--- src/rtl/serial_adder.sv ---
// Bit-serial adder: LSB-first ripple of A+B+Cin over WIDTH cycles, result registered on completion.
// Optional signed-overflow output Ovf is enabled by defining SERIAL_ADDER_OVF_EN.
module serial_adder #(
   parameter int unsigned WIDTH = 8
) (
   input  logic             clk,
   input  logic             rst,
   input  logic             start,
   input  logic [WIDTH-1:0] A,
   input  logic [WIDTH-1:0] B,
   input  logic             Cin,
   output logic             busy,
   output logic             done,
   output logic [WIDTH-1:0] Sum,
   output logic             Cout
`ifdef SERIAL_ADDER_OVF_EN
   ,
   output logic             Ovf
`endif
);

   localparam int unsigned CW = $clog2(WIDTH);

   typedef enum logic [1:0] {
      IDLE,
      RUN,
      DONE
   } state_t;

   state_t         state;
   logic [WIDTH-1:0] acc;
   logic [WIDTH-1:0] addend;
   logic             carry;
   logic [CW-1:0]    cnt;
   logic             sbit_c;
   logic             carry_next_c;

   // One full-adder slice on the current LSBs
   always_comb begin
      sbit_c       = acc[0] ^ addend[0] ^ carry;
      carry_next_c = (acc[0] & addend[0]) | (acc[0] & carry) | (addend[0] & carry);
   end

   // acc holds the augend and fills from the MSB with sum bits, so after WIDTH shifts it is the result
   always_ff @(posedge clk) begin
      if (rst) begin
         state  <= IDLE;
         acc    <= '0;
         addend <= '0;
         carry  <= 1'b0;
         cnt    <= '0;
         busy   <= 1'b0;
         done   <= 1'b0;
         Sum    <= '0;
         Cout   <= 1'b0;
`ifdef SERIAL_ADDER_OVF_EN
         Ovf    <= 1'b0;
`endif
      end else begin
         case (state)
            IDLE, DONE: begin
               done <= 1'b0;
               if (start) begin
                  acc    <= A;
                  addend <= B;
                  carry  <= Cin;
                  cnt    <= '0;
                  busy   <= 1'b1;
                  state  <= RUN;
               end else begin
                  state  <= IDLE;
               end
            end
            RUN: begin
               acc    <= {sbit_c, acc[WIDTH-1:1]};
               addend <= addend >> 1;
               carry  <= carry_next_c;
               cnt    <= cnt + CW'(1);
               if (cnt == CW'(WIDTH - 1)) begin
                  state <= DONE;
                  busy  <= 1'b0;
                  done  <= 1'b1;
                  Sum   <= {sbit_c, acc[WIDTH-1:1]};
                  Cout  <= carry_next_c;
`ifdef SERIAL_ADDER_OVF_EN
                  // carry into the MSB is the carry entering this final slice
                  Ovf   <= carry ^ carry_next_c;
`endif
               end
            end
            default: begin
               state <= IDLE;
               busy  <= 1'b0;
               done  <= 1'b0;
            end
         endcase
      end
   end

endmodule

--- config.mk ---
export PLATFORM = sky130hd
export DESIGN_NAME = serial_adder
export DESIGN_NICKNAME = d
export VERILOG_FILES = /design/src/rtl/serial_adder.sv
export SDC_FILE = /design/constraint.sdc
export NUM_CORES = 1
export LEC_CHECK = 0
export BUFFER_PORTS_ARGS = -buffer_cell sky130_fd_sc_hd__buf_2
export CORE_MARGIN = 5
export CORE_UTILIZATION = 30
export DETAILED_ROUTE_END_ITERATION = 8
export PLACE_DENSITY = 0.54
export SETUP_SLACK_MARGIN = 0.02
export SLEW_MARGIN = 20
export SYNTH_ARGS = -nofsm -noshare
export SYNTH_HDL_FRONTEND = slang
export SYNTH_SLANG_ARGS = --single-unit
--- constraint.sdc ---
create_clock -name clk -period 1.7 [get_ports clk]
set_input_delay 0.34 -clock clk [delete_from_list [all_inputs] [get_ports clk]]
set_output_delay 0.34 -clock clk [all_outputs]
set_load 0.05 [all_outputs]
# Word level (Yosys, flattened, before mapping)
# Index checks and enable logic that the tools add are counted.
word_totals:
  regBits: 33
  in_bits: 20
  elab_cells: 44
classes:
  add_sub_neg: 1
  eq_ne: 5
  muxes: 14
  bitwise_logic: 8
  reduce_logical: 7
op_table:
  columns: ["cell", "n"]
  rows:
  - ["8-bit one-hot mux with 2 select lines", 2]
  - ["8-bit 2-to-1 mux", 2]
  - ["3-bit one-hot mux with 2 select lines", 1]
  - ["2-bit AND reduction", 3]
  - ["1-bit 2-to-1 mux", 4]
  - ["2-bit != test, second input constant", 2]
  - ["1-bit one-hot mux with 2 select lines", 2]
  - ["2-bit one-hot mux with 2 select lines", 1]
  - ["2-bit OR reduction", 2]
  - ["3-bit by 1-bit adder with 3-bit output, second input constant", 1]
  - ["1-bit bitwise AND", 3]
  - ["3-bit equality test, second input constant", 1]
  - ["3-bit 2-to-1 mux", 1]
  - ["2-bit by 1-bit equality test with 1-bit output, second input constant", 1]
  - ["2-bit equality test, second input constant", 1]
  - ["2-bit logical NOT", 1]
  - ["2-bit 2-to-1 mux", 1]
  - ["1-bit bitwise OR", 2]
  - ["2-bit nonzero test", 1]
  - ["1-bit bitwise XOR", 2]
  - ["1-bit NOT", 1]

# Depth between registers and ports, before layout
# Gate-level depths: netlist of run 1.
depth:
  depth_word: 4
  ltp_mapped: 5
  depth_no_buf: 5

# Least setup slack after synthesis of run 1
# No wires, ideal clock.
synth_timing:
  path_type: "flip-flop to flip-flop"
  from: "reg cnt[0]"
  to: "reg Cout"
  arrival_ns: 1.127
  t_required_ns: 1.630
  slack_ns: 0.502
  stages_incl_launch_ff: 6
  n_path_buf: 1
  path_cell_list: "dfxtp_1 ha_1 ha_1 clkbuf_1 nand3_1 a21oi_1"
synth_between:
  elab_chain_len: 2
synth_lines:
  columns: ["item", "line_no", "source"]
  rows:
  - ["start, declared", "34", "logic [CW-1:0] cnt;"]
  - ["start signal, assigned", "78", "cnt <= cnt + CW'(1);"]
  - ["3-bit equality test", "79", "if (cnt == CW'(WIDTH - 1)) begin"]
  - ["2-bit AND reduction (no source line)", null, null]
  - ["end signal, assigned", "84", "Cout <= carry_next_c;"]
  - ["end, declared", "15", "output logic Cout"]
# No other way between the ends.
# A chain may end at the register's enable or synchronous reset.

# Final worst setup path of run 1
layout_timing:
  from: "reg cnt[0]"
  to: "reg Sum[6]"
layout_between:
  elab_chain_len: 2
layout_lines:
  columns: ["item", "line_no", "source"]
  rows:
  - ["3-bit equality test", "79", null]
  - ["2-bit AND reduction (no source line)", null, null]
  - ["end signal, assigned", "83", "Sum <= {sbit_c, acc[WIDTH-1:1]};"]
  - ["end, declared", "14", "output logic [WIDTH-1:0] Sum,"]
# No other way between the ends.

==> results of run 1 <==
==> area by class of cell <==
class / count / area share
sequential: 33 / 0.399
timing repair buffer: 35 / 0.121
multi-input combinational: 102 / 0.386
clock inverter: 1 / 0.00454
tap: 52 / 0.0393
clock buffer: 6 / 0.0499
==> state kept, by name, summed over array words and instances, names as in the netlist <==
register  count
Cout          1
addend        8
carry         1
busy          1
acc           8
Sum           8
cnt           3
done          1
state         2
==> through the flow <==
step / hold slack, ns / worst slack (ns) / utilization / power, W / cells
6_report: 0.347 / 0.327 / 0.377 / 0.00166 / 229
3_3_place_gp: 0.441 / 0.408 / 0.357 / 0.00108 / 222
5_1_grt: 0.366 / 0.217 / 0.377 / 0.00174 / 229
3_5_place_dp: 0.450 / 0.317 / 0.357 / 0.00108 / 222
2_1_floorplan: 0.448 / 0.502 / - / 0.00102 / 148
4_1_cts: 0.338 / 0.310 / 0.377 / 0.00168 / 229
==> cell families (layout without fill, tap and decap cells) <==
kind of cell               count (synthesis)  in the layout  share of synthesized area
and+or+nand+nor                           51             51                      0.168
DFF                                       33             33                      0.483
AOI/OAI and AO/OA                         32             32                      0.148
muxes                                     16             16                      0.117
buffers and inverters                     13             42                     0.0512
adders and majority gates                  3              3                     0.0329
==> worst reg2reg max path, stage by stage, from the launching register on <==
cell	delay, ns
dfxtp_1	0.32
ha_1	0.20
ha_1	0.19
nand3b_1	0.30
nand2_1	0.11
a21oi_1	0.17
==> power by group <==
part / total, W / leakage (nW) / switching (W) / internal (W)
clock: 0.000592 / 0.0433 / 0.000272 / 0.000320
combinational: 0.000209 / 0.417 / 0.000114 / 0.0000954
sequential: 0.000855 / 0.270 / 0.0000338 / 0.000821
total: 0.00166 / 0.731 / 0.000420 / 0.00124
==> synthesized netlist by cell type, drive strengths merged <==
master,n
a211oi,16
a21oi,14
buf,6
clkbuf,7
dfxtp,33
fa,1
ha,2
mux2i,16
nand2,12
nand2b,3
nand3,13
nand3b,2
nor2,18
nor2b,1
nor3,1
nor3b,1
o21a,1
o21ai,1
==> path summary, 6_finish.rpt <==
| check | cells past startpoint | slack [ns] | start | endpoint |
|---|---|---|---|---|
| max | 5 | 0.33 | cnt[0]$_SDFFE_PP0P_ | Sum[6]$_SDFFE_PP0P_ |
| min | 3 | 0.35 | B[7] | addend[7]$_SDFFE_PP0P_ |
| max reg2reg | 5 | 0.33 | cnt[0]$_SDFFE_PP0P_ | Sum[6]$_SDFFE_PP0P_ |
| min reg2reg | 2 | 0.45 | busy$_SDFFE_PP0P_ | busy$_SDFFE_PP0P_ |
==> routing by layer <==
metal  GRT usage  share of wire  vias to the layer above  routed length (um)
met1       0.130           0.46                      531                1390
li1            -              -                      574                   -
met2       0.163           0.48                       30                1460
met5           0              0                        -                   0
met3      0.0382          0.051                        4                 156
met4      0.0361          0.014                        0                  42
==> results.json, run 1 <==
{
  "cpMaxStageDelayCell": "dfxtp_1",
  "post_cts_buffers": 0,
  "final_layout_size_suffix_gt1_frac": 0.237,
  "clock_sinks": 33,
  "vias_per_cell": 4.97,
  "ctsResizeCount": 0,
  "layout_common_cells": "33 x dfxtp_1, 30 x buf_2, 18 x nor2_1",
  "fin_crit_sh": 0.807,
  "clk_pin_slew_ns": 0.06,
  "multi_input_area_sq_um": 638,
  "grt_pass1_wl_mm": 5.06,
  "cts_buffer_depth": 2,
  "fillers": 444,
  "min_period_ns": 1.37,
  "fmax_mhz": 729,
  "setup_viol": 0,
  "worst_setup_path_start_kind": "flop",
  "dr_total_vias": 1139,
  "routed_wl_mm": 3.04,
  "critPathTopFamily": "simple AND/OR/NAND/NOR gates",
  "coreArea_sq_um": 4380,
  "final_common_cell": "dfxtp_1",
  "die-area_sq_um": 6010,
  "netlist_instances": 148,
  "area_growth_pct": 20.8,
  "numCtsBuffers": 5,
  "seqCellArea_sq_um": 661,
  "powerDensity_nw_per_um2": 1000,
  "worstMarginPinSlew_ns": 0.605,
  "crit_buf_inv": 0,
  "grt_max_degree": 34,
  "maxSlewHeadroom": 0.596,
  "die_h_um": 77.5,
  "tns_ns": 0,
  "die-width_um": 77.5,
  "syn_avg_cell_area_sq_um": 9.25,
  "slew_violations": 0,
  "critPathMaxStageDelay_ns": 0.32,
  "synth_top_area_cell": "dfxtp_1",
  "status": "finished, final reports clean",
  "seq_area_frac_synth": 0.483,
  "dp_hpwl_mm": 2.11,
  "gp_congestion": 0.700,
  "place_area_sq_um": 1560,
  "peakVddDrop_mv": 0.403,
  "wire_per_inst_um": 13.3,
  "cp_cell_sequence": "ha_1 > ha_1 > nand3b_1 > nand2_1 > a21oi_1",
  "yosys_warnings": 0,
  "yosysTopAreaCellShare": 0.483,
  "synth-seq-cells": 33,
  "drv_cap": 0,
  "clock_latency_ns": 0.28,
  "worstPathArrival_ns": 1.57,
  "worstPathMaxFanout": 9,
  "synth.area.top_cells": "dfxtp_1 48%, mux2i_1 12%, a211oi_1 8.8%, a21oi_1 5.1%, nor2_1 4.9%",
  "dr.pass1.iters": 4,
  "antenna_left": 0,
  "grt.overflow.total": 0,
  "diodes": 0,
  "ios": 31,
  "final_area_sq_um": 1650,
  "skew_ns": 0.00990,
  "drtIter0Drc": 52,
  "rsz0062_at_grt": "no",
  "critPathRequiredTime_ns": 1.90,
  "hold_viol": 0,
  "grt_pass1_vias": 1112,
  "fp-row-count": 24,
  "cpMostUsedCell": "ha_1",
  "syn_nets": 171,
  "antenna_found_initial": 0,
  "p_leak_nw": 0.731,
  "io_buffers": 30,
  "cts_tree": "yes",
  "fin_nets": 200,
  "initial_utilization": 0.312,
  "htree_levels": 2,
  "grt_util_all_layers": 0.103,
  "clockRootBuffer": "clkbuf_8",
  "netlist-cell-type-count": 21,
  "ctsHoldBuffers": 0,
  "netlist_area_sq_um": 1370,
  "path_class": "reg -> reg",
  "min-delay-path-class": "in -> reg",
  "drc": 0,
  "worstSetupEndpointType": "flop"
}
(Power assumes the default switching activity.)
==> run 2: changes to the inputs <==
==> constraint.sdc (replaced) <==
create_clock -name clk -period 1.3 [get_ports clk]
set_input_delay 0.26 -clock clk [delete_from_list [all_inputs] [get_ports clk]]
set_output_delay 0.26 -clock clk [all_outputs]
set_load 0.05 [all_outputs]
==> results.json, run 2 (synthesis results as in run 1) <==
{
  "grt_util_all_layers": 0.111,
  "wl_met2_mm": 1.41,
  "antenna_found_initial": 0,
  "dr_total_vias": 1141,
  "io_buffers": 30,
  "ctsHoldBuffers": 0,
  "worstPathArrival_ns": 1.40,
  "initial_utilization": 0.312,
  "worstMarginPinSlew_ns": 0.258,
  "seqCellArea_sq_um": 662,
  "r2r_slack_ns": 0.07,
  "drtIter0Drc": 68,
  "worst_setup_path_start_kind": "flop",
  "maxSlewHeadroom": 0.829,
  "powerDensity_nw_per_um2": 1360,
  "cpMaxStageDelayCell": "dfxtp_1",
  "fp-row-count": 24,
  "wl_met1_mm": 1.40,
  "cts_tree": "yes",
  "ios": 31,
  "drc": 0,
  "fin_crit_sh": 0.945,
  "min_period_ns": 1.23,
  "rsz0062_at_grt": "yes",
  "largestRegisters": "Sum (8), acc (8), addend (8)",
  "final_common_cell": "dfxtp_1",
  "p_leak_nw": 0.770,
  "fmax_mhz": 814,
  "dr.pass1.iters": 4,
  "worstSetupEndpointType": "flop",
  "highest_layer": "met4",
  "area_growth_pct": 28.0,
  "peakVddDrop_mv": 0.531,
  "critPathMaxStageDelay_ns": 0.34,
  "wire_per_inst_um": 12.9,
  "clock_sinks": 33,
  "grt_pass1_wl_mm": 5.42,
  "skew_ns": 0.00584,
  "coreArea_sq_um": 4380,
  "hold_viol": 0,
  "critPathRequiredTime_ns": 1.47,
  "clk_pin_slew_ns": 0.07,
  "fin_nets": 204,
  "diodes": 0,
  "hold_ws_ns": 0.260,
  "status": "finished, final reports clean",
  "layout_common_cells": "32 x dfxtp_1, 30 x buf_2, 18 x nor2_1",
  "placedCellCount": 226,
  "vias_per_cell": 4.88,
  "slew_violations": 0,
  "antenna_left": 0,
  "grt.overflow.total": 0,
  "htree_levels": 2,
  "gp_congestion": 0.696,
  "routed-wl-met3_um": 152,
  "setup_viol": 0,
  "die_h_um": 77.5,
  "die-area_sq_um": 6010,
  "worstPathMaxFanout": 9,
  "final_layout_size_suffix_gt1_frac": 0.269,
  "final_cells": 234,
  "min-delay-path-class": "in -> reg",
  "clock_latency_ns": 0.28,
  "die-width_um": 77.5,
  "dpl_worst_slack_ns": -0.00921,
  "drv_cap": 0,
  "numCtsBuffers": 5,
  "fillers": 439,
  "finalPower_w": 0.00239,
  "grt_pass1_vias": 1152,
  "cts_buffer_depth": 2,
  "routed_wl_mm": 3.03,
  "dp_hpwl_mm": 2.09,
  "grt_max_degree": 34,
  "multi_input_area_sq_um": 653,
  "clockRootBuffer": "clkbuf_8",
  "cp_cell_sequence": "ha_2 > ha_4 > nand3b_1 > buf_12 > nand2_1 > a21oi_1",
  "layout_setup_ws_ns": 0.0720,
  "path_class": "reg -> reg"
}
[run 2: final cells by class]
| type | count | share of cell area |
|---|---|---|
| Timing Repair Buffer | 39 | 0.146 |
| Sequential cell | 33 | 0.378 |
| Tap cell | 52 | 0.0371 |
| Clock buffer | 7 | 0.0493 |
| Clock inverter | 1 | 0.0171 |
| Multi-Input combinational cell | 102 | 0.373 |
[run 2: worst max-delay path, delay by kind of cell (launching register included)]
family                     cells  cell delay (ns)
adders and majority gates      2             0.37
DFF                            1             0.34
and+or+nand+nor                2             0.19
buffers and inverters          1             0.17
AOI/OAI and AO/OA              1             0.06
[run 2: worst paths after layout]
check                           start                      to  depth (start not counted)
hold reg to reg   Sum[4]$_SDFFE_PP0P_     Sum[4]$_SDFFE_PP0P_                          2
setup / recovery  cnt[1]$_SDFFE_PP0P_     Sum[7]$_SDFFE_PP0P_                          6
hold / removal                   B[7]  addend[7]$_SDFFE_PP0P_                          3
setup reg to reg  cnt[1]$_SDFFE_PP0P_     Sum[7]$_SDFFE_PP0P_                          6
[run 2: metal layers]
| layer | vias to the layer above | GRT usage |
|---|---|---|
| met1 | 531 | 0.134 |
| li1 | 584 | - |
| met4 | 0 | 0.0515 |
| met3 | 7 | 0.0428 |
| met5 | - | 0 |
| met2 | 19 | 0.175 |
[run 2: stage by stage]
stage | TNS (ns) | area [sq um] | utilization
after CTS | 0 | 1740 | 0.396
final | 0 | 1750 | 0.400
after global routing | 0 | 1750 | 0.400
after global placement | 0 | 1620 | 0.369
after floorplan | 0 | 1370 | -
after detailed placement | -0.0204 | 1620 | 0.369
[run 2: where the power goes]
group	switching [W]	internal (W)	leakage, nW
clock	0.000356	0.000625	0.0585
sequential	0.0000417	0.00107	0.271
combinational	0.000151	0.000138	0.441
[run 2: timing repair]
item / in CTS / in global routing
resized for setup: 1 / 3
setup buffers: 0 / 0
pin swaps: 1 / 4
cloned: 0 / 0
endpoints found under the setup margin: 9 / 10
==> run 3: changes to the inputs <==
--- a/config.mk
+++ b/config.mk
@@ -5,11 +5,12 @@
 export SDC_FILE = /design/constraint.sdc
 export NUM_CORES = 1
 export LEC_CHECK = 0
+export ABC_AREA = 1
 export BUFFER_PORTS_ARGS = -buffer_cell sky130_fd_sc_hd__buf_2
 export CORE_MARGIN = 5
 export CORE_UTILIZATION = 30
 export DETAILED_ROUTE_END_ITERATION = 8
-export PLACE_DENSITY = 0.54
+export PLACE_DENSITY = 0.53
 export SETUP_SLACK_MARGIN = 0.02
 export SLEW_MARGIN = 20
 export SYNTH_ARGS = -nofsm -noshare
==> results.json, run 3 <==
{
  "status": "finished, final reports clean",
  "critPathRequiredTime_ns": 1.52,
  "ys.flop_type": "dfxtp_1",
  "yosysMostFrequentCell": "nand2_1",
  "async_flop_share": 0,
  "peakVddDrop_mv": 0.346,
  "worstPathArrival_ns": 1.45,
  "layout_common_cells": "54 x nand2_1, 42 x inv_1, 34 x nand3_1",
  "netlist_area_sq_um": 1690,
  "min-delay-path-class": "in -> reg",
  "synth_top_area_cell": "dfxtp_1",
  "final_cells": 364,
  "drc": 0,
  "dp_hpwl_mm": 2.94,
  "final_layout_size_suffix_gt1_frac": 0.229,
  "syn_avg_cell_area_sq_um": 6.68,
  "synth.area.top_cells": "dfxtp_1 39%, nand2_1 12%, nand3_1 10%, inv_1 9.8%, nor2_1 7.1%",
  "initial_utilization": 0.309,
  "clock_sinks": 33,
  "netlist-cell-type-count": 22,
  "hold_viol": 0,
  "die-width_um": 85.0,
  "ios": 31,
  "io_buffers": 30,
  "yosys_warnings": 0,
  "grt_util_all_layers": 0.120,
  "clockRootBuffer": "clkbuf_8",
  "worstPathMaxFanout": 2,
  "worstSetupEndpointType": "flop",
  "layout_setup_ws_ns": 0.0710,
  "die_h_um": 85.0,
  "grt.overflow.total": 0,
  "p_leak_nw": 1.13,
  "synth-seq-cells": 33,
  "post_cts_buffers": 0,
  "final_area_sq_um": 2110,
  "clk_pin_slew_ns": 0.07,
  "vias_per_cell": 4.27,
  "fmax_mhz": 814,
  "ys_top_cells_by_count": "54 x nand2_1, 44 x inv_1, 34 x nand3_1",
  "setup_viol": 0,
  "gp_congestion": 0.729,
  "seq_area_frac_synth": 0.391,
  "cpMaxStageDelayCell": "fa_1",
  "placedCellCount": 356,
  "routed_wl_mm": 3.98,
  "largestRegisters": "Sum (8), acc (8), addend (8)",
  "maxSlewHeadroom": 0.824,
  "critPathMaxStageDelay_ns": 0.52,
  "fp-row-count": 27,
  "wire_per_inst_um": 10.9,
  "die-area_sq_um": 7230,
  "slew_violations": 0,
  "ctsHoldBuffers": 0,
  "synth_edf_count": 0,
  "netlist_instances": 253,
  "worst_setup_path_start_kind": "flop",
  "path_class": "reg -> reg",
  "critPathTopFamily": "adder cells",
  "cp_cell_sequence": "fa_1 > inv_1 > nand3_1 > nand2_1 > inv_1 > nand2_1 > nor2_1",
  "antenna_left": 0,
  "skew_ns": 0.00904,
  "grt_pass1_vias": 1589,
  "hold_ws_ns": 0.174,
  "syn_nets": 276,
  "dpl_worst_slack_ns": 0.00355,
  "yosysTopAreaCellShare": 0.391,
  "numCtsBuffers": 5,
  "worstMarginPinSlew_ns": 0.262,
  "place_area_sq_um": 1970,
  "crit_buf_inv": 2,
  "fin_nets": 314,
  "powerDensity_nw_per_um2": 1220,
  "grt_pass1_wl_mm": 7.02,
  "drtIter0Drc": 56,
  "fin_crit_sh": 0.945,
  "antenna_found_initial": 0,
  "coreArea_sq_um": 5470,
  "area_growth_pct": 25.0,
  "cts_buffer_depth": 2,
  "drv_cap": 0,
  "dr_total_vias": 1555,
  "finalPower_w": 0.00258,
  "final_common_cell": "nand2_1",
  "htree_levels": 2,
  "dr.pass1.iters": 4,
  "clock_latency_ns": 0.29,
  "min_period_ns": 1.23,
  "rsz0062_at_grt": "yes",
  "grt_max_degree": 33,
  "cts_tree": "yes",
  "diodes": 0
}
[run 3: cell count changes in the layout (fill, tap and decap cells not counted), sizes merged, moves of 3 or more]
cell    previous run  this run
inv                0        45
o21ai              1         6
a21oi             14         4
buf               39        44
a211oi            16         0
nor2              18        34
mux2i             16         0
nor3               1        15
clkinv             0         4
nand3             13        34
nand2             12        59
nand2b             3         0
[run 3: area by class of cell]
cell class	instances	area, sq um
fillers	624	3360
multi-input cells	158	773
flip-flops and latches	33	663
repair buffers	44	280
inverters	49	184
well taps	72	90.1
clock buffers	6	82.6
clock inverters	2	37.5
[run 3: cells by family after synthesis]
family / Yosys count / share of synthesized area
AOI/OAI and AO/OA: 10 / 0.0341
and+or+nand+nor: 145 / 0.387
buffers and inverters: 62 / 0.161
DFF: 33 / 0.391
adders and majority gates: 3 / 0.0267
[run 3: layer usage]
| metal | wire length (um) | global-route usage | share of wire |
|---|---|---|---|
| met4 | 65 | 0.0432 | 0.016 |
| met3 | 199 | 0.0379 | 0.050 |
| met5 | 0 | 0 | 0 |
| met1 | 2010 | 0.153 | 0.50 |
| met2 | 1710 | 0.189 | 0.43 |
[run 3: repair_timing]
| action | CTS | global route |
|---|---|---|
| pin swaps | 0 | 0 |
| endpoints found under the setup margin | 3 | 11 |
| gates resized for setup | 1 | 6 |
| endpoints found under the hold margin | 0 | 0 |
| cloned | 0 | 0 |
[run 3: through the flow]
stage | setup TNS [ns] | util
2_1_floorplan | 0 | -
4_1_cts | 0 | 0.382
3_3_place_gp | 0 | 0.360
3_5_place_dp | 0 | 0.360
6_report | 0 | 0.386
5_1_grt | -0.0419 | 0.386
[run 3: report_power, final]
part / internal [W] / total, W / switching, W / leakage, nW
clock network: 0.000623 / 0.00102 / 0.000394 / 0.0574
logic: 0.000190 / 0.000456 / 0.000266 / 0.805
registers: 0.00108 / 0.00111 / 0.0000261 / 0.271
[run 3: final timing paths]
check / start / end / slack (ns) / depth (start not counted)
min reg2reg: cnt[0]$_SDFFE_PP0P_ / cnt[0]$_SDFFE_PP0P_ / 0.46 / 1
max reg2reg: acc[0]$_SDFFE_PP0P_ / acc[7]$_SDFFE_PP0P_ / 0.07 / 7
min: rst / addend[7]$_SDFFE_PP0P_ / 0.17 / 2
max: acc[0]$_SDFFE_PP0P_ / acc[7]$_SDFFE_PP0P_ / 0.07 / 7
